--- config.mk ---
export PLATFORM = sky130hd
export DESIGN_NAME = sc_cond_eval
export DESIGN_NICKNAME = d
export VERILOG_FILES = /design/src/rtl/sc_cond_eval_pkg.sv /design/src/rtl/sc_cond_eval_table.sv /design/src/rtl/sc_cond_eval.sv
export SDC_FILE = /design/constraint.sdc
export NUM_CORES = 1
export LEC_CHECK = 0
export CAP_MARGIN = 20
export CORE_UTILIZATION = 30
export DETAILED_ROUTE_END_ITERATION = 12
export HOLD_SLACK_MARGIN = 0.05
export PLACE_DENSITY_LB_ADDON = 0.05
export SLEW_MARGIN = 20
export SYNTH_ARGS = -nofsm -noshare
export SYNTH_HDL_FRONTEND = slang
export SYNTH_SLANG_ARGS = --single-unit
--- constraint.sdc ---
create_clock -name SC_CondEval_CLOCK_50 -period 3.4 [get_ports SC_CondEval_CLOCK_50]
set_clock_uncertainty 0.1 [all_clocks]
set_input_delay 0.51 -clock SC_CondEval_CLOCK_50 [delete_from_list [all_inputs] [get_ports SC_CondEval_CLOCK_50]]
set_output_delay 0.51 -clock SC_CondEval_CLOCK_50 [all_outputs]
set_load 0.02 [all_outputs]
--- src/rtl/sc_cond_eval_pkg.sv ---
// Shared types and SPARC Bicc condition codes for the branch condition evaluator.
package sc_cond_eval_pkg;

    typedef enum logic [1:0] {
        ST_IDLE = 2'd0,
        ST_WAIT = 2'd1,
        ST_EVAL = 2'd2,
        ST_DONE = 2'd3
    } state_t;

    localparam logic [3:0] BN   = 4'h0;
    localparam logic [3:0] BE   = 4'h1;
    localparam logic [3:0] BLE  = 4'h2;
    localparam logic [3:0] BL   = 4'h3;
    localparam logic [3:0] BLEU = 4'h4;
    localparam logic [3:0] BCS  = 4'h5;
    localparam logic [3:0] BNEG = 4'h6;
    localparam logic [3:0] BVS  = 4'h7;
    localparam logic [3:0] BA   = 4'h8;
    localparam logic [3:0] BNE  = 4'h9;
    localparam logic [3:0] BG   = 4'hA;
    localparam logic [3:0] BGE  = 4'hB;
    localparam logic [3:0] BGU  = 4'hC;
    localparam logic [3:0] BCC  = 4'hD;
    localparam logic [3:0] BPOS = 4'hE;
    localparam logic [3:0] BVC  = 4'hF;

endpackage

--- src/rtl/sc_cond_eval_table.sv ---
// Combinational Bicc decoder: condition code plus N/Z/V/C flags to a branch decision.
module sc_cond_eval_table
    import sc_cond_eval_pkg::*;
(
    input  logic [3:0] cond_i,
    input  logic       n_i,
    input  logic       z_i,
    input  logic       v_i,
    input  logic       c_i,
    output logic       decision_o
);

    // Decision per condition code
    always_comb begin
        decision_o = 1'b0;
        case (cond_i)
            BN:      decision_o = 1'b0;
            BE:      decision_o = z_i;
            BLE:     decision_o = z_i | (n_i ^ v_i);
            BL:      decision_o = n_i ^ v_i;
            BLEU:    decision_o = c_i | z_i;
            BCS:     decision_o = c_i;
            BNEG:    decision_o = n_i;
            BVS:     decision_o = v_i;
            BA:      decision_o = 1'b1;
            BNE:     decision_o = ~z_i;
            BG:      decision_o = ~(z_i | (n_i ^ v_i));
            BGE:     decision_o = ~(n_i ^ v_i);
            BGU:     decision_o = ~(c_i | z_i);
            BCC:     decision_o = ~c_i;
            BPOS:    decision_o = ~n_i;
            BVC:     decision_o = ~v_i;
            default: decision_o = 1'b0;
        endcase
    end

endmodule

--- src/rtl/sc_cond_eval.sv ---
// Branch condition evaluator: waits out pending PSR writes, then decodes Bicc.
// Optional delay-slot annul output is enabled by defining COND_EVAL_ANNUL_EN.
module sc_cond_eval
    import sc_cond_eval_pkg::*;
#(
    parameter int WAIT_MAX = 3
) (
    input  logic       SC_CondEval_CLOCK_50,
    input  logic       SC_CondEval_Reset_InHigh,
    input  logic       SC_CondEval_Start_InHigh,
    input  logic [3:0] SC_CondEval_Cond,
    input  logic       SC_CondEval_Annul_InHigh,
    input  logic       PSR_Negative_InHigh,
    input  logic       PSR_Zero_InHigh,
    input  logic       PSR_Overflow_InHigh,
    input  logic       PSR_Carry_InHigh,
    input  logic       SC_RegPSR_Write_InHigh,
    output logic       SC_CondEval_Busy_InHigh,
    output logic       SC_CondEval_Valid_InHigh,
    output logic       SC_CondEval_Taken_InHigh,
    output logic       SC_CondEval_AnnulOut_InHigh
);

    localparam int CNT_W = (WAIT_MAX > 1) ? $clog2(WAIT_MAX) : 1;

    state_t             state_q;
    logic [CNT_W-1:0]   wait_cnt_q;
    logic [3:0]         cond_q;
    logic               busy_q;
    logic               valid_q;
    logic               taken_q;
    logic               decision_s;
    logic               wait_exit_s;
    logic               accept_s;

    assign accept_s    = (state_q == ST_IDLE) && SC_CondEval_Start_InHigh;
    assign wait_exit_s = !SC_RegPSR_Write_InHigh || (wait_cnt_q == CNT_W'(WAIT_MAX - 1));

    sc_cond_eval_table u_table (
        .cond_i     (cond_q),
        .n_i        (PSR_Negative_InHigh),
        .z_i        (PSR_Zero_InHigh),
        .v_i        (PSR_Overflow_InHigh),
        .c_i        (PSR_Carry_InHigh),
        .decision_o (decision_s)
    );

    // Control FSM with registered status outputs
    always_ff @(posedge SC_CondEval_CLOCK_50) begin
        if (SC_CondEval_Reset_InHigh) begin
            state_q    <= ST_IDLE;
            wait_cnt_q <= '0;
            cond_q     <= 4'h0;
            busy_q     <= 1'b0;
            valid_q    <= 1'b0;
            taken_q    <= 1'b0;
        end else begin
            case (state_q)
                ST_IDLE: begin
                    valid_q <= 1'b0;
                    if (accept_s) begin
                        cond_q     <= SC_CondEval_Cond;
                        wait_cnt_q <= '0;
                        busy_q     <= 1'b1;
                        state_q    <= SC_RegPSR_Write_InHigh ? ST_WAIT : ST_EVAL;
                    end else begin
                        busy_q <= 1'b0;
                    end
                end
                ST_WAIT: begin
                    wait_cnt_q <= wait_cnt_q + CNT_W'(1);
                    if (wait_exit_s) begin
                        state_q <= ST_EVAL;
                    end else begin
                        state_q <= ST_WAIT;
                    end
                end
                // Flags are sampled here; the decision becomes visible with Valid
                ST_EVAL: begin
                    taken_q <= decision_s;
                    valid_q <= 1'b1;
                    state_q <= ST_DONE;
                end
                ST_DONE: begin
                    valid_q <= 1'b0;
                    busy_q  <= 1'b0;
                    state_q <= ST_IDLE;
                end
                default: begin
                    state_q <= ST_IDLE;
                    busy_q  <= 1'b0;
                    valid_q <= 1'b0;
                end
            endcase
        end
    end

`ifdef COND_EVAL_ANNUL_EN
    logic annul_q;
    logic annul_out_q;

    // Annul capture at accept and delay-slot annul decision in EVAL
    always_ff @(posedge SC_CondEval_CLOCK_50) begin
        if (SC_CondEval_Reset_InHigh) begin
            annul_q     <= 1'b0;
            annul_out_q <= 1'b0;
        end else begin
            if (accept_s) begin
                annul_q <= SC_CondEval_Annul_InHigh;
            end
            if (state_q == ST_EVAL) begin
                annul_out_q <= annul_q & (~decision_s | (cond_q == BA));
            end
        end
    end

    assign SC_CondEval_AnnulOut_InHigh = annul_out_q;
`else
    logic annul_unused_s;
    assign annul_unused_s              = SC_CondEval_Annul_InHigh;
    assign SC_CondEval_AnnulOut_InHigh = 1'b0;
`endif

    assign SC_CondEval_Busy_InHigh  = busy_q;
    assign SC_CondEval_Valid_InHigh = valid_q;
    assign SC_CondEval_Taken_InHigh = taken_q;

endmodule

* After elaboration in Yosys (flattened, before gate mapping) *
Cells that the tools add are included.

storage, ports and cells
  register bits = 11
  input bits = 13
  output and inout port bits = 4
  logic and storage cells = 58

operators by class
  $add $sub $neg = 1
  equality and inequality tests = 20
  muxes and demuxes = 10
  bitwise logic cells = 10
  reductions and logical operators = 11

operators with widths
  operator                                             count
  equality test 4 bit, second input constant           8
  equality test 4 x 3 -> 1 bit, second input constant  4
  one-hot mux 1 bit (16 select lines)                  1
  equality test 4 x 2 -> 1 bit, second input constant  2
  2-to-1 mux 2 bit                                     4
  one-hot mux 2 bit (4 select lines)                   1
  NOT 1 bit                                            7
  equality test 2 bit, second input constant           3
  nonzero test 2 bit                                   3
  equality test 4 x 1 -> 1 bit, second input constant  1
  logical NOT 4 bit                                    1
  one-hot mux 1 bit (2 select lines)                   2
  one-hot mux 2 bit (2 select lines)                   1
  AND reduction 2 bit                                  2
  adder 2 x 1 -> 2 bit, second input constant          1
  equality test 2 x 1 -> 1 bit, second input constant  1
  logical NOT 2 bit                                    1
  inequality test 2 bit, second input constant         1
  OR 1 bit                                             2
  OR reduction 2 bit                                   1
  logical AND 1 bit                                    1
  logical NOT 1 bit                                    1
  logical OR 1 bit                                     1
  2-to-1 mux 1 bit                                     1
  bitwise XOR 1 bit                                    1

* Logic depth before layout (Yosys ltp) *
Gate-level depths: netlist of run 1.

  word-level depth = 4
  depth in mapped cells = 7
  gate-level depth less buffers = 6

* Cells and area by module *
A second synthesis of run 1 with hierarchy kept.

second synthesis, totals
  cells, all modules = 74
  area total of the unflattened synthesis = 645.6 um^2

by module, submodules not included
  module              instances  cells an instance  area an instance (um^2)  seq. area each (um^2)
  sc_cond_eval        1          63                 563.0                    220.2
  sc_cond_eval_table  1          11                 82.6                     0.0

* Worst setup path before layout of run 1 *
Ideal clock, no wire load.

  kind = input to register
  start = input port SC_CondEval_Start_InHigh
  end = register wait_cnt_q[1]
  setup time = 128 ps
  arrival time = 1210 ps
  path slack = 1962 ps
  cell stages on the path = 5
  buffers on the path = 1
  cells stage by stage = clkbuf_1 > nand2b_1 > o21ai_0 > a2bb2oi_1 > nor2_1

between the ends
  cells in the longest elaborated chain, start to end = 3

RTL lines
  item                                    RTL line            RTL
  start: declaration                      sc_cond_eval.sv:10  input logic SC_CondEval_Start_InHigh,
  logical AND 1 bit                       sc_cond_eval.sv:36  assign accept_s = (state_q == ST_IDLE) && SC_CondEval_Start_InHigh;
  inequality test 2 bit (no source line)  --
  AND reduction 2 bit (no source line)    --
  end signal: assignment                  sc_cond_eval.sv:71  wait_cnt_q <= wait_cnt_q + CNT_W'(1);
  end: declaration                        sc_cond_eval.sv:27  logic [CNT_W-1:0] wait_cnt_q;

No other way between the ends.
A chain may end at the register's enable or synchronous reset.

* Worst setup path in the final report of run 1 *
  start = register busy_q, in the netlist SC_CondEval_Busy_InHigh
  end = output port SC_CondEval_Busy_InHigh

RTL lines
  item                      RTL line            RTL
  start: declaration        sc_cond_eval.sv:29  logic busy_q;
  start signal: assignment  sc_cond_eval.sv:54  busy_q <= 1'b0;
  start signal: assignment  sc_cond_eval.sv:64  busy_q <= 1'b1;
  start signal: assignment  sc_cond_eval.sv:67  busy_q <= 1'b0;
  end: declaration          sc_cond_eval.sv:18  output logic SC_CondEval_Busy_InHigh,

No word-level cell between the ends.

==> qor.yml, run 1 <==
status: "complete, no violations"
rsz0062_at_grt: "false"
ys_types: 26
cts_hold_buf: 0
totalWireLength_um: 1340
syn_nets: 97
clkPwrFrac: 0.233
ys.flop_type: "dfxtp_1"
syn2layout_area_growth_pct: 29.0
antennaDiodeCount: 0
port-buffer-count: 14
async_reset_ff_frac: 0
die_area_um2: 2280
core_um2: 1960
cts_max_level: 1
synth_area_leaders: "dfxtp_1 35%, ha_1 12%, a21oi_1 6.4%"
grt_usage: 0.130
synth_top_area_share: 0.350
critical_path.max_fanout: 2
postCtsSetupRepairBufs: 0
cts-root-buf: "clkbuf_4"
gr-total-overflow: 0
dieHeight_um: 47.8
cts_made_buffers: 3
drc: 0
worst_path_largest_cell_delay_ns: 0.60
yosysWarnings: 0
grt_max_degree: 13
fillers: 230
cp_slowest_cell: "clkdlybuf4s50_1"
grt_use_met2: 0.241
drtIter0Drc: 7
grt_busiest_layer: "met2"
max-vdd-ir-drop_mv: 0.209
power.net_switching_uw: 144
clockBufferDepth: 2
place.detailed.hpwl_um: 970
cts_tree: "built"
crit_chain: "clkdlybuf4s50_1"
utilization: 0.414
critical_path_class: "reg2out"
hold_viol_final: 0
yosysMostFrequentCell: "dfxtp_1"
p_comb_frac: 0.359
synthCells: 78
grt_pass1_wl_um: 2060
fin_area_um2: 812
clk_latency_ns: 0.28
antenna_left: 0
fin_crit_sh: 0.537
syn_avg_cell_area_um2: 8.07
yosysSeqAreaShare: 0.350
vias_per_cell: 4.81
clkSinkCount: 11
hold_class: "reg2reg"
routabilityCongestion: 0.695
p_leak_nw: 0.306
netlist.top_cell.by_area: "dfxtp_1"
rows: 16
period_needed_ns: 1.83
drv_cap: 0
synth_area_um2: 629
power.internal_uw: 259
ys_ff_latch: 11
setup_viol: 0
grtUsageMet3: 0.0226
ys_top_cells_by_count: "11 x dfxtp_1, 8 x a21oi_1, 8 x nand2_1, 8 x nand3_1"
wl_per_cell_um: 11.2
crit_arrival_ns: 1.22
drive_above_1_share: 0.0652
fmax_mhz: 547
first_pass_iters: 4
place_area_um2: 785
critPathRequiredTime_ns: 2.79
fin_setup_tns_ns: 0
grt_pass1_vias: 510
ctsResizeCount: 0
synth-edff-count: 0
die_w_um: 47.8
dp_slack_ns: 1.39
vias: 572
met1_usage: 0.147
drv_slew: 0
antenna_found_initial: 0
powerDensity_nw_per_um2: 497
cp_top_family: "buffers and inverters"
start_util: 0.321
end_kind: "output port"
io-pin-count: 17
cp-start-kind: "flop"
p_seq_frac: 0.408
swShare: 0.358
finalWorstSetupSlack_ns: 1.57
power_uw: 403
nets: 112
clkTransAtPathRegs_ns: 0.08
path_buf_inv: 1
==> kinds of logic after synthesis <==
logic type | synth area share
xor+xnor | 0.0139
fa+ha+maj | 0.119
compound gates | 0.189
mux | 0.0477
buf+inv | 0.0656
flops | 0.350
simple gates | 0.209
other cells | 0.00596
==> area by class of cell <==
type / instances / area, um^2 / share of cell area
Sequential cell: 11 / 220 / 0.271
Clock buffer: 3 / 22.5 / 0.0277
Multi-Input combinational cell: 57 / 368 / 0.453
Clock inverter: 1 / 5.00 / 0.00616
Tap cell: 27 / 33.8 / 0.0416
Inverter: 6 / 22.5 / 0.0277
Timing Repair Buffer: 14 / 140 / 0.173
==> metal layers <==
layer	vias up	wire [um]
met1	262	594
met2	13	649
met4	0	21
met3	2	72
li1	295	-
met5	-	0
==> cell usage in the layout, fill, tap and decap left out <==
cell type and count:
a211oi_1 1, clkinv_2 1, ha_1 6, xor2_1 1, nand2b_1 2, nor2b_1 1, inv_1 6, nand2_1 8
dfxtp_1 11, o21ai_0 2, a2111o_1 1, a21oi_1 8, nor3_1 1, a22oi_1 1, o211ai_1 1, conb_1 1
nand3_1 8, a311oi_1 1, clkdlybuf4s50_1 14, a31oi_1 1, clkbuf_4 3, or2_2 1, a2bb2oi_1 1, nand2b_2 1
nor2_1 6, o2111a_1 1, mux2i_1 3
==> state kept, by name (all words and copies together) (netlist names) <==
name	flops
SC_CondEval_Busy_InHigh	1
SC_CondEval_Taken_InHigh	1
SC_CondEval_Valid_InHigh	1
cond_q	4
state_q	2
wait_cnt_q	2
==> final timing paths <==
kind         depth (start not counted)                         end                                 start  slack [ns]
min                                  2  wait_cnt_q[0]$_SDFFE_PP0P_            wait_cnt_q[0]$_SDFFE_PP0P_        0.36
min reg2reg                          2  wait_cnt_q[0]$_SDFFE_PP0P_            wait_cnt_q[0]$_SDFFE_PP0P_        0.36
max                                  1     SC_CondEval_Busy_InHigh  SC_CondEval_Busy_InHigh$_SDFFE_PP0N_        1.57
max reg2reg                          6  wait_cnt_q[1]$_SDFFE_PP0P_               state_q[0]$_SDFFE_PP0P_        1.73
==> through the flow <==
step / cells / hold slack [ns]
after floorplan: 78 / 0.336
after global placement: 115 / 0.348
final: 119 / 0.359
after global routing: 119 / 0.402
after CTS: 119 / 0.365
after detailed placement: 115 / 0.355
==> power by group through the flow <==
stage	clock network (mW)	registers (mW)	logic [mW]
floorplan	0	0.172	0.0930
global placement	0	0.167	0.145
detailed placement	0	0.168	0.144
CTS	0.0963	0.165	0.146
global route	0.101	0.168	0.163
finish	0.0938	0.165	0.145
Note: power is estimated with default switching activity, not from simulation.
==> run 2, diff against run 1 <==
clock period = 1.7 ns   (was 3.4 ns; I/O delays follow)
==> run 2 against run 1 <==
Net effect: register-to-register slack got worse by 1.5 ns; via count rose by 1.4%; flip-flop and latch count is the same; largest power group is now combinational cells; critical path type unchanged.
==> qor.yml, run 2 (same netlist as run 1, synthesis figures left out) <==
drtIter0Drc: 7
final_common_cell: "clkdlybuf4s50_1"
worst_path_largest_cell_delay_ns: 0.60
setup_viol: 0
p_leak_nw: 0.327
syn2layout_area_growth_pct: 34.8
vias: 580
largest_reg_flops: 4
vias_per_cell: 4.68
critPathRequiredTime_ns: 1.34
hold_viol_final: 0
clk_latency_ns: 0.27
totalWireLength_um: 1290
core_um2: 1960
status: "complete, no violations"
antenna_found_initial: 0
finalWorstSetupSlack_ns: 0.137
path_buf_inv: 1
cts_made_buffers: 3
dieHeight_um: 47.8
rsz0062_at_grt: "false"
cp-start-kind: "flop"
routabilityCongestion: 0.739
drv_cap: 0
die_area_um2: 2280
drc: 0
fin_setup_tns_ns: 0
io-pin-count: 17
hold_class: "reg2reg"
postCtsSetupRepairBufs: 0
max-vdd-ir-drop_mv: 0.465
cp_top_family: "buffers and inverters"
cp_slowest_cell: "clkdlybuf4s50_1"
power_uw: 834
final_cell_mix: "14 x clkdlybuf4s50_1, 11 x dfxtp_1, 8 x nand3_1, 8 x nand2_1, 8 x a21oi_1"
die_w_um: 47.8
wl_per_cell_um: 10.4
grt_max_degree: 11
rows: 16
r2r_slack_ns: 0.22
grt_pass1_vias: 497
critical_path_class: "reg2out"
dp_slack_ns: 0.00118
gr-total-overflow: 0
cts-root-buf: "clkbuf_4"
utilization: 0.432
clkSinkCount: 11
crit_chain: "clkdlybuf4s50_1"
fin_crit_sh: 0.920
max_flop_register: "cond_q"
nets: 117
cts_max_level: 1
antennaDiodeCount: 0
port-buffer-count: 14
end_kind: "output port"
critical_path.max_fanout: 2
crit_arrival_ns: 1.21
antenna_left: 0
first_pass_iters: 3
grt_pass1_wl_um: 1980
fmax_mhz: 640
place.detailed.hpwl_um: 1000
start_util: 0.321
grt_usage: 0.128
reg.largest.list: "cond_q x4, state_q x2, wait_cnt_q x2"
cts_hold_buf: 0
clockBufferDepth: 2
drive_above_1_share: 0.103
period_needed_ns: 1.56
drv_slew: 0
cts_tree: "built"
clkTransAtPathRegs_ns: 0.08
ctsResizeCount: 0
powerDensity_nw_per_um2: 983
## run 2: layer usage
metal	up-vias	GRT usage	routed length, um
met3	4	0.0340	78
met4	0	0.0833	25
met2	11	0.227	602
li1	309	-	-
met5	-	0	0
met1	256	0.132	584
## run 2: cell type report
class,instances,area [um^2]
Fill cell,218,1110
Multi-Input combinational cell,57,368
Sequential cell,11,220
Timing Repair Buffer,19,178
Tap cell,27,33.8
Clock buffer,4,26.3
Inverter,6,22.5
## run 2: worst paths after layout
kind / from / end / depth (start not counted)
setup / recovery: SC_CondEval_Valid_InHigh$_SDFFE_PP0P_ / SC_CondEval_Valid_InHigh / 1
hold reg to reg: wait_cnt_q[0]$_SDFFE_PP0P_ / wait_cnt_q[0]$_SDFFE_PP0P_ / 2
hold / removal: wait_cnt_q[0]$_SDFFE_PP0P_ / wait_cnt_q[0]$_SDFFE_PP0P_ / 2
setup reg to reg: state_q[1]$_SDFFE_PP0P_ / wait_cnt_q[0]$_SDFFE_PP0P_ / 6
## run 2: metrics by stage
step           area [um^2]  hold WS [ns]  std cells
2_1_floorplan          629         0.302         78
3_3_place_gp           822         0.346        120
3_5_place_dp           822         0.354        120
4_1_cts                848         0.364        124
5_1_grt                848         0.381        124
6_report               848         0.367        124
## run 2: power breakdown
group          internal, mW  leakage, nW  switching, mW
Combinational         0.163        0.222          0.167
Sequential            0.297       0.0901         0.0265
Clock                0.0908       0.0150         0.0895
